--- config.mk ---
export PLATFORM = sky130hd
export DESIGN_NAME = clkgate_ctrl
export DESIGN_NICKNAME = d
export VERILOG_FILES = /design/src/rtl/clkgate_ctrl.sv
export SDC_FILE = /design/constraint.sdc
export NUM_CORES = 1
export LEC_CHECK = 0
export CORE_MARGIN = 3
export CORE_UTILIZATION = 50
export DETAILED_ROUTE_END_ITERATION = 7
export HOLD_SLACK_MARGIN = 0.05
export PLACE_DENSITY = 0.86
export SLEW_MARGIN = 40
export SYNTH_ARGS = -nofsm -noshare
export SYNTH_HDL_FRONTEND = slang
export SYNTH_SLANG_ARGS = --single-unit
--- constraint.sdc ---
create_clock -name i_clk -period 3.8 [get_ports i_clk]
set_clock_uncertainty 0.1 [all_clocks]
set_input_delay 0.76 -clock i_clk [delete_from_list [all_inputs] [get_ports i_clk]]
set_output_delay 0.76 -clock i_clk [all_outputs]
set_load 0.02 [all_outputs]
--- src/rtl/clkgate_ctrl.sv ---
// Clock-gate controller: sequences the enable of a downstream ICG through OFF/WAKE/ON/DRAIN.
// Optional OFF-cycle statistics counter is built only when CLKGATE_CTRL_STATS_EN is defined.
module clkgate_ctrl #(
  parameter int unsigned IDLE_CYCLES = 16,
  parameter int unsigned WAKE_CYCLES = 2
) (
  input  logic        i_clk,
  input  logic        i_rst_n,
  input  logic        i_req,
  input  logic        i_test_mode,
  output logic        o_e,
  output logic        o_te,
  output logic        o_ack,
  output logic [15:0] o_off_cnt
);

  typedef enum logic [1:0] {
    ST_OFF   = 2'd0,
    ST_WAKE  = 2'd1,
    ST_ON    = 2'd2,
    ST_DRAIN = 2'd3
  } state_t;

  localparam logic [7:0] IDLE_LAST = 8'(IDLE_CYCLES - 1);
  localparam logic [3:0] WAKE_LAST = 4'(WAKE_CYCLES);

  state_t     r_state;
  logic [7:0] r_idle_cnt;
  logic [3:0] r_wake_cnt;
  logic       r_e;
  logic       r_ack;

  // Test enable bypasses the FSM and reset entirely.
  assign o_te  = i_test_mode;
  assign o_e   = r_e;
  assign o_ack = r_ack;

  // Gating FSM; the wake counter runs 0..WAKE_CYCLES so ACK lands WAKE_CYCLES+1 edges after the request.
  always_ff @(posedge i_clk or negedge i_rst_n) begin
    if (!i_rst_n) begin
      r_state    <= ST_OFF;
      r_idle_cnt <= 8'd0;
      r_wake_cnt <= 4'd0;
      r_e        <= 1'b0;
      r_ack      <= 1'b0;
    end else begin
      case (r_state)
        ST_OFF: begin
          r_idle_cnt <= 8'd0;
          r_wake_cnt <= 4'd0;
          r_ack      <= 1'b0;
          if (i_req) begin
            r_state <= ST_WAKE;
            r_e     <= 1'b1;
          end else begin
            r_state <= ST_OFF;
            r_e     <= 1'b0;
          end
        end
        ST_WAKE: begin
          r_e <= 1'b1;
          if (r_wake_cnt == WAKE_LAST) begin
            r_state    <= ST_ON;
            r_ack      <= 1'b1;
            r_idle_cnt <= 8'd0;
            r_wake_cnt <= 4'd0;
          end else begin
            r_state    <= ST_WAKE;
            r_ack      <= 1'b0;
            r_wake_cnt <= r_wake_cnt + 4'd1;
          end
        end
        ST_ON: begin
          r_e        <= 1'b1;
          r_wake_cnt <= 4'd0;
          // A request on the expiring cycle wins over the transition to DRAIN.
          if (i_req) begin
            r_state    <= ST_ON;
            r_ack      <= 1'b1;
            r_idle_cnt <= 8'd0;
          end else if (r_idle_cnt == IDLE_LAST) begin
            r_state    <= ST_DRAIN;
            r_ack      <= 1'b0;
            r_idle_cnt <= 8'd0;
          end else begin
            r_state    <= ST_ON;
            r_ack      <= 1'b1;
            r_idle_cnt <= r_idle_cnt + 8'd1;
          end
        end
        ST_DRAIN: begin
          r_idle_cnt <= 8'd0;
          r_wake_cnt <= 4'd0;
          if (i_req) begin
            r_state <= ST_ON;
            r_e     <= 1'b1;
            r_ack   <= 1'b1;
          end else begin
            r_state <= ST_OFF;
            r_e     <= 1'b0;
            r_ack   <= 1'b0;
          end
        end
        default: begin
          r_state    <= ST_OFF;
          r_idle_cnt <= 8'd0;
          r_wake_cnt <= 4'd0;
          r_e        <= 1'b0;
          r_ack      <= 1'b0;
        end
      endcase
    end
  end

`ifdef CLKGATE_CTRL_STATS_EN
  logic [15:0] r_off_cnt;

  // Saturating count of edges spent in OFF.
  always_ff @(posedge i_clk or negedge i_rst_n) begin
    if (!i_rst_n) begin
      r_off_cnt <= 16'h0000;
    end else if ((r_state == ST_OFF) && (r_off_cnt != 16'hFFFF)) begin
      r_off_cnt <= r_off_cnt + 16'h0001;
    end else begin
      r_off_cnt <= r_off_cnt;
    end
  end

  assign o_off_cnt = r_off_cnt;
`else
  assign o_off_cnt = 16'h0000;
`endif

endmodule

==> impl_metrics.yaml, run 1 <==
setup_path:
  cp.arrival_ns: 2.15
  rr_endpoint: "r_idle_cnt[6]"
  critPathKind: "flop to flop"
  rrSetupSlack_ns: 1.71
  r2r_start: "r_wake_cnt[0]"
  r2r_cells: 6
  worstPathRequired_ns: 3.86
  end_kind: "flop"
  startpoint_type: "flop"
  critPathMaxFanout: 9
global_routing:
  grt.total_usage: 0.141
  grt_pass1_vias: 621
  grt_start_max_net_pins: 17
  antenna_found_initial: 0
  grt_pass1_wl_um: 2710
  grt_overflow: 0
clock_tree:
  post_cts_buffers: 0
  cts.reportedPaths.clkPinSlew_ns: 0.09
  insertion_delay_ns: 0.28
  cts_sinks: 16
  clockBufferDepth: 2
  htree_levels: 1
  hold_buffers: 0
  cts_resized: 0
  cts_tree: "built"
  root_buffer: "clkbuf_4"
  cts_inserted_buffers: 3
synthesis:
  synth_top_area_share: 0.405
  synth.largest_area_cell: "dfrtp_1"
  ys_types: 25
  ys_seq_area_frac: 0.405
  synthesis.area_um2: 990
  netlist_instances: 104
  yosysWarnings: 0
  postSynthAreaPerCell_um2: 9.52
  ys_ff_latch: 16
  synth.area.top_cells: "dfrtp_1 (40%), buf_4 (13%), ha_1 (10%)"
pwr:
  p_comb_frac: 0.350
  powerDensity_mw_per_mm2: 492
  power_switching_uw: 189
  pwr-share-seq: 0.428
  swShare: 0.380
  internal_power_uw: 308
  ir_worst_vdd_mv: 0.262
  p_clk_frac: 0.222
  power_leakage_uw: 0.000462
drt:
  drtIter0Drc: 15
  postRouteAntennaNets: 0
  first_pass_iters: 4
  vias: 648
  drc: 0
  routed_wl_um: 1540
  wl_per_cell_um: 11.6
  avgViaCountPerCell: 4.87
die:
  rows: 15
  ios: 23
  dieArea_mm2: 0.00255
  chipHeight_um: 50.5
  initial_core_util: 0.549
  fp.coreArea_mm2: 0.00180
  dieWidth_um: 50.5
sta:
  finalMaxSlewViolations: 0
  fin_tns_setup_ns: 0
  tightest_slew_ns: 0.702
  rsz0062_at_grt: "no"
  fin_ws_ns: 1.71
  finalCritPeriodShare: 0.550
  finalSetupViolCount: 0
  finalCriticalPeriod_ns: 2.09
  slew_headroom: 0.531
  hold_violations: 0
  fmax_ghz: 0.479
run_status:
  status: "completed"
flow_run:
  maxCapViolCount: 0
final_layout:
  syn2layout_area_growth_pct: 2.15
  fin_nets: 121
  antennaDiodeCount: 0
  drive_above_1_share: 0.0741
  stdcell_count: 133
hold_path:
  hold_class: "flop to flop"
  holdPathEnd: "r_wake_cnt[0]"
  min_path_cells: 1
  min_from: "r_wake_cnt[0]"
placement:
  numPortBuffers: 4
  dp_hpwl_um: 1170
  place_congestion: 0.829
  dpl_worst_slack_ns: 1.57
  dpl.cell_count: 129
==> cells in the final DEF, fill, tap and decap left out, types with 5 or more instances in the layout <==
cell type / count
conb_1: 16
dfrtp_1: 16
nand2_1: 11
nor2_1: 8
ha_1: 8
xnor2_1: 7
a21oi_1: 6
nand3_1: 6
inv_1: 5
==> Yosys cell counts <==
cell type / instances
nand3_1: 6
nor4_1: 1
and2_1: 1
buf_4: 17
nor2_1: 8
clkbuf_1: 1
a21oi_1: 6
a211oi_1: 2
o31a_1: 1
and2_2: 1
or2_2: 1
a2111oi_4: 1
nor3_1: 1
nand2_1: 11
ha_1: 8
inv_1: 5
buf_6: 1
conb_1: 1
o21bai_1: 1
nand2b_1: 1
dfrtp_1: 16
nor2_2: 1
or3b_1: 1
xnor2_1: 7
o21ai_0: 4
==> kinds of logic after synthesis <==
group	after synthesis	share of synthesized area
AO/OA/AOI/OAI	15	0.110
XOR/XNOR	7	0.0619
adder cells (fa/ha/maj)	8	0.101
buffers and inverters	24	0.163
flip-flops	16	0.405
other	1	0.00379
AND/OR/NAND/NOR	33	0.156
==> worst max-delay path by stage <==
| stage | cells after the start | endpoint | startpoint | slack, ns |
|---|---|---|---|---|
| final | 6 | r_idle_cnt[6] | r_wake_cnt[0] | 1.71 |
| after global routing | 6 | r_idle_cnt[6] | r_wake_cnt[0] | 1.54 |
| after CTS | 6 | r_idle_cnt[6] | r_wake_cnt[0] | 1.70 |
| after detailed placement | 4 | r_idle_cnt[6] | i_req | 1.57 |
| after global placement | 4 | r_idle_cnt[5] | i_req | 1.70 |
| after floorplan | 7 | r_idle_cnt[3] | r_wake_cnt[0] | 1.96 |
==> per-stage QoR <==
step / power, µW / instance area, µm² / util / hold slack, ns
after detailed placement: 390 / 975 / 0.541 / 0.382
final: 498 / 1010 / 0.561 / 0.388
after global placement: 378 / 975 / 0.541 / 0.364
after floorplan: 363 / 1050 / - / 0.350
after global routing: 536 / 1010 / 0.561 / 0.422
after CTS: 501 / 1010 / 0.561 / 0.395
==> state kept, by name, summed over array words and instances, names as in the netlist <==
signal and flops:
o_ack 1, o_e 1, r_idle_cnt 8, r_state 2, r_wake_cnt 4
==> layer usage <==
layer	wire (µm)	track usage	vias up
met1	697	0.172	306
met5	0	0	-
met3	118	0.0297	2
met2	704	0.237	27
met4	22	0.0673	0
li1	-	-	313
==> layout make-up <==
| type | count | area (µm²) |
|---|---|---|
| clock buffers | 4 | 36.3 |
| fillers | 158 | 791 |
| inverters | 5 | 18.8 |
| multi-input cells | 79 | 484 |
| flip-flops and latches | 16 | 400 |
| well taps | 25 | 31.3 |
| repair buffers | 4 | 40.0 |
==> power by group through the flow <==
stage               Clock, µW  Combinational, µW  Sequential [µW]
floorplan                   0                145              218
global placement            0                165              213
detailed placement          0                174              216
CTS                       113                175              212
global route              121                199              216
finish                    111                174              213
==> critical path, stage by stage, from the launching register on <==
cell	delay, ns
dfrtp_1	0.42
inv_1	0.07
ha_1	0.13
or3b_1	0.51
and2_2	0.30
a21oi_1	0.35
nor2_1	0.10
No activity file was read; power rests on OpenSTA's default activity.
==> inputs of run 2 (changes only) <==
--- a/config.mk
+++ b/config.mk
@@ -6,10 +6,10 @@
 export NUM_CORES = 1
 export LEC_CHECK = 0
 export CORE_MARGIN = 3
-export CORE_UTILIZATION = 50
+export CORE_UTILIZATION = 48
 export DETAILED_ROUTE_END_ITERATION = 7
 export HOLD_SLACK_MARGIN = 0.05
-export PLACE_DENSITY = 0.86
+export PLACE_DENSITY = 0.83
 export SLEW_MARGIN = 40
 export SYNTH_ARGS = -nofsm -noshare
 export SYNTH_HDL_FRONTEND = slang
==> constraint.sdc (replaced) <==
create_clock -name i_clk -period 2.12 [get_ports i_clk]
set_clock_uncertainty 0.1 [all_clocks]
set_input_delay 0.424 -clock i_clk [delete_from_list [all_inputs] [get_ports i_clk]]
set_output_delay 0.424 -clock i_clk [all_outputs]
set_load 0.02 [all_outputs]
==> run 2 against run 1 <==
  * Largest power group unchanged
  * Highest routed layer unchanged
  * Die area rose by 3.7%
  * Largest cell class unchanged
  * Hold slack got worse by 0.028 ns
  * First-iteration DRC count rose by 67%
==> impl_metrics.yaml, run 2 (synthesis results as in run 1) <==
global_routing:
  grt.total_usage: 0.144
  grt_pass1_vias: 661
  grt_overflow: 0
  antenna_found_initial: 0
  grt_pass1_wl_um: 2860
  grt_start_max_net_pins: 17
sta:
  fmax_ghz: 0.522
  rsz0062_at_grt: "no"
  finalMaxSlewViolations: 0
  finalCritPeriodShare: 0.904
  hold_violations: 0
  fin_tns_setup_ns: 0
  finalCriticalPeriod_ns: 1.92
  finalSetupViolCount: 0
setup_path:
  cp.arrival_ns: 1.99
  r2r_cells: 6
  critPathKind: "flop to flop"
  startpoint_type: "flop"
  end_kind: "flop"
  r2r_start: "r_wake_cnt[0]"
  critPathMaxFanout: 9
  worstPathRequired_ns: 2.19
  rrSetupSlack_ns: 0.20
  rr_endpoint: "r_idle_cnt[7]"
final_layout:
  reg_top3: "r_idle_cnt (8), r_wake_cnt (4), r_state (2)"
  antennaDiodeCount: 0
  stdcell_count: 135
  largest_reg_flops: 8
  syn2layout_area_growth_pct: 3.92
  fin_nets: 123
  drive_above_1_share: 0.100
  final_cell_mix: "conb_1 (16), dfrtp_1 (16), nand2_1 (11)"
  regMostFlops: "r_idle_cnt"
  fin_util: 0.559
die:
  rows: 15
  ios: 23
  chipHeight_um: 51.4
  initial_core_util: 0.538
  fp.coreArea_mm2: 0.00184
  dieArea_mm2: 0.00264
  dieWidth_um: 51.4
clock_tree:
  clockBufferDepth: 2
  insertion_delay_ns: 0.28
  cts_resized: 0
  root_buffer: "clkbuf_4"
  htree_levels: 1
  cts_inserted_buffers: 3
  cts.reportedPaths.clkPinSlew_ns: 0.09
  cts_tree: "built"
  post_cts_buffers: 0
  hold_buffers: 0
  cts_sinks: 16
placement:
  dp_hpwl_um: 1340
  numPortBuffers: 4
  dpl.cell_count: 131
  place_congestion: 0.810
pwr:
  p_comb_frac: 0.372
  p_clk_frac: 0.214
  internal_power_uw: 577
  power_switching_uw: 346
  power_leakage_uw: 0.000474
  powerDensity_mw_per_mm2: 897
  pwr-share-seq: 0.414
  swShare: 0.375
  ir_worst_vdd_mv: 0.481
drt:
  drc: 0
  avgViaCountPerCell: 4.99
  drtIter0Drc: 25
  postRouteAntennaNets: 0
  routed_wl_um: 1680
  first_pass_iters: 4
  route.met2.wl_um: 875
  top_layer: "met4"
  vias: 673
  wl_per_cell_um: 12.4
  wl_met3_um: 96
  m1WireLength_um: 667
run_status:
  status: "completed"
hold_path:
  hold_class: "primary input to asynchronous set/reset pin"
flow_run:
  maxCapViolCount: 0
run 2: changes by cell type in the layout (fill, tap and decap cells not counted), sizes merged:
cell	previous run	this run
buf	0	2
run 2: worst max-delay path by stage:
| stage | end | cells after the start | start |
|---|---|---|---|
| floorplan | r_idle_cnt[3] | 7 | r_wake_cnt[0] |
| global placement | r_idle_cnt[7] | 6 | r_wake_cnt[0] |
| detailed placement | r_idle_cnt[7] | 6 | r_wake_cnt[0] |
| CTS | r_idle_cnt[7] | 6 | r_wake_cnt[0] |
| finish | r_idle_cnt[7] | 6 | r_wake_cnt[0] |
| global route | r_idle_cnt[7] | 6 | r_wake_cnt[0] |
run 2: routing by layer:
metal,vias up,global-route usage
li1,321,-
met1,322,0.175
met2,26,0.231
met3,4,0.0233
met4,0,0.100
met5,-,0
run 2: cell type report:
type | instances | area (µm²)
Clock buffer | 4 | 36.3
Fill cell | 171 | 811
Inverter | 5 | 18.8
Multi-Input combinational cell | 79 | 487
Sequential cell | 16 | 400
Tap cell | 25 | 31.3
Timing Repair Buffer | 6 | 55.1
run 2: stage by stage:
stage	worst slack [ns]	cell area, µm²	power [µW]	hold slack [ns]
CTS	0.0941	1030	923	0.359
floorplan	0.280	1050	651	0.0284
global placement	0.228	990	701	0.365
global route	0.0973	1030	996	0.367
finish	0.204	1030	923	0.360
detailed placement	0.107	990	720	0.388
run 2: power groups by stage:
stage | clock network (µW) | logic, µW | registers [µW]
global route | 218 | 389 | 390
CTS | 205 | 336 | 382
global placement | 0 | 319 | 382
finish | 197 | 343 | 382
floorplan | 0 | 261 | 391
detailed placement | 0 | 333 | 388
run 2: critical path, stage by stage (launching register included):
cell       delay, ns
dfrtp_1         0.42
inv_1           0.07
ha_1            0.15
or3b_4          0.45
a2111oi_4       0.38
xnor2_1         0.18
nor2_2          0.05
==> inputs of run 3 (changes only) <==
--- a/config.mk
+++ b/config.mk
@@ -5,7 +5,6 @@
 export SDC_FILE = /design/constraint.sdc
 export NUM_CORES = 1
 export LEC_CHECK = 0
-export CORE_MARGIN = 3
 export CORE_UTILIZATION = 48
 export DETAILED_ROUTE_END_ITERATION = 7
 export HOLD_SLACK_MARGIN = 0.05
==> constraint.sdc (replaced) <==
create_clock -name i_clk -period 1.8 [get_ports i_clk]
set_clock_uncertainty 0.1 [all_clocks]
set_input_delay 0.36 -clock i_clk [delete_from_list [all_inputs] [get_ports i_clk]]
set_output_delay 0.36 -clock i_clk [all_outputs]
set_load 0.02 [all_outputs]
==> run 3 against run 2 <==
  * Register-to-register slack got worse by 0.19 ns
  * Wire length fell by 1.3%
  * Core utilization fell by 0.96 points
  * Sequential power rose by 16%
==> impl_metrics.yaml, run 3 (synthesis results as in run 1) <==
run_status:
  status: "completed"
final_layout:
  fin_nets: 126
  antennaDiodeCount: 0
  syn2layout_area_growth_pct: 7.84
  reg_top3: "r_idle_cnt (8), r_wake_cnt (4), r_state (2)"
  multiInputGateArea_um2: 500
  final_cell_mix: "conb_1 (16), dfrtp_1 (16), nand2_1 (10)"
  drive_above_1_share: 0.142
  largest_reg_flops: 8
  fillers: 170
  regArea_um2: 400
  regMostFlops: "r_idle_cnt"
  postLayoutCellArea_mm2: 0.00107
drt:
  first_pass_iters: 4
  routed_wl_um: 1660
  postRouteAntennaNets: 0
  wl_per_cell_um: 11.8
  drtIter0Drc: 5
  drc: 0
  avgViaCountPerCell: 4.64
  vias: 649
setup_path:
  critPathMaxFanout: 7
  path_cells: "inv_1, ha_1, or3b_4, a2111oi_4, xnor2_1, nor2_2"
  startpoint_type: "flop"
  max_stage_delay_ns: 0.42
  end_kind: "flop"
  cp.arrival_ns: 1.88
  cpMaxStageDelayCell: "or3b_4"
  r2r_cells: 6
  rrSetupSlack_ns: 0.02
  worstPathRequired_ns: 1.89
  r2r_start: "r_wake_cnt[0]"
  rr_endpoint: "r_idle_cnt[7]"
  critical_path_cell_count: 6
  crit_buf_inv: 1
  critPathKind: "flop to flop"
  path_delay_family: "simple AND/OR/NAND/NOR gates"
  startpoint: "r_wake_cnt[0]"
pwr:
  power_uw: 1160
  ir_worst_vdd_mv: 0.831
  power_leakage_uw: 0.000492
  powerDensity_mw_per_mm2: 1090
clock_tree:
  cts.reportedPaths.clkPinSlew_ns: 0.10
  clockBufferDepth: 2
  cts_sinks: 16
  cts_inserted_buffers: 3
  root_buffer: "clkbuf_4"
  insertion_delay_ns: 0.30
  htree_levels: 1
  post_cts_buffers: 0
  cts_tree: "built"
placement:
  place_congestion: 0.812
  dpl-instance-area_mm2: 0.00102
  dp_hpwl_um: 1230
  dpl_worst_slack_ns: -0.0562
  numPortBuffers: 4
die:
  dieArea_mm2: 0.00225
  chipHeight_um: 47.4
  fp.coreArea_mm2: 0.00194
  dieWidth_um: 47.4
  rows: 16
  ios: 23
  initial_core_util: 0.510
global_routing:
  grt_overflow: 0
  grt.total_usage: 0.175
  grt_start_max_net_pins: 17
  antenna_found_initial: 0
  grt_pass1_wl_um: 2510
  grt_pass1_vias: 555
sta:
  finalCriticalPeriod_ns: 1.78
  hold_violations: 0
  fin_ws_ns: 0.0172
  finalSetupViolCount: 0
  finalCritPeriodShare: 0.990
  rsz0062_at_grt: "yes"
  finalMaxSlewViolations: 0
  fmax_ghz: 0.561
flow_run:
  maxCapViolCount: 0
hold_path:
  hold_class: "primary input to asynchronous set/reset pin"
## run 3: repair_timing
item | in CTS | in global routing
setup endpoints to repair | 8 | 6
hold buffers | 0 | 0
resized for setup | 1 | 2
cloned | 0 | 0
hold endpoints to repair | 0 | 0
## run 3: area by class of cell
type,instances,share of cell area
clock buffer,4,0.0340
inverter,5,0.0176
multi-input combinational,79,0.469
sequential,16,0.375
tap,27,0.0317
timing repair buffer,9,0.0727
## run 3: worst max path at each step
stage / endpoint
6_report: r_idle_cnt[7]
5_1_grt: r_idle_cnt[7]
4_1_cts: r_idle_cnt[6]
3_5_place_dp: r_idle_cnt[3]
3_3_place_gp: r_idle_cnt[7]
2_1_floorplan: r_idle_cnt[7]
## run 3: per-stage QoR
stage          cells  TNS (ns)  utilization  hold WS (ns)
6_report         140         0        0.550         0.264
3_3_place_gp     136         0        0.524         0.409
4_1_cts          140         0        0.544         0.266
5_1_grt          140    -0.120        0.550         0.279
3_5_place_dp     136    -0.240        0.524         0.428
2_1_floorplan    119         0            -       -0.0356
## run 3: metal layers
| metal | share of wire | wire length [µm] | vias up | global-route usage |
|---|---|---|---|---|
| met4 | 0.027 | 45 | 0 | 0.137 |
| met2 | 0.49 | 815 | 15 | 0.282 |
| met5 | 0 | 0 | - | 0 |
| met3 | 0.034 | 57 | 4 | 0.0346 |
| li1 | - | - | 327 | - |
| met1 | 0.45 | 738 | 303 | 0.202 |
## run 3: power breakdown
group / total [µW] / leakage [µW] / internal [µW] / switching, µW
Sequential: 444 / 0.000217 / 407 / 36.9
Combinational: 475 / 0.000254 / 189 / 286
Clock: 240 / 0.0000210 / 123 / 117
Total: 1160 / 0.000492 / 720 / 439
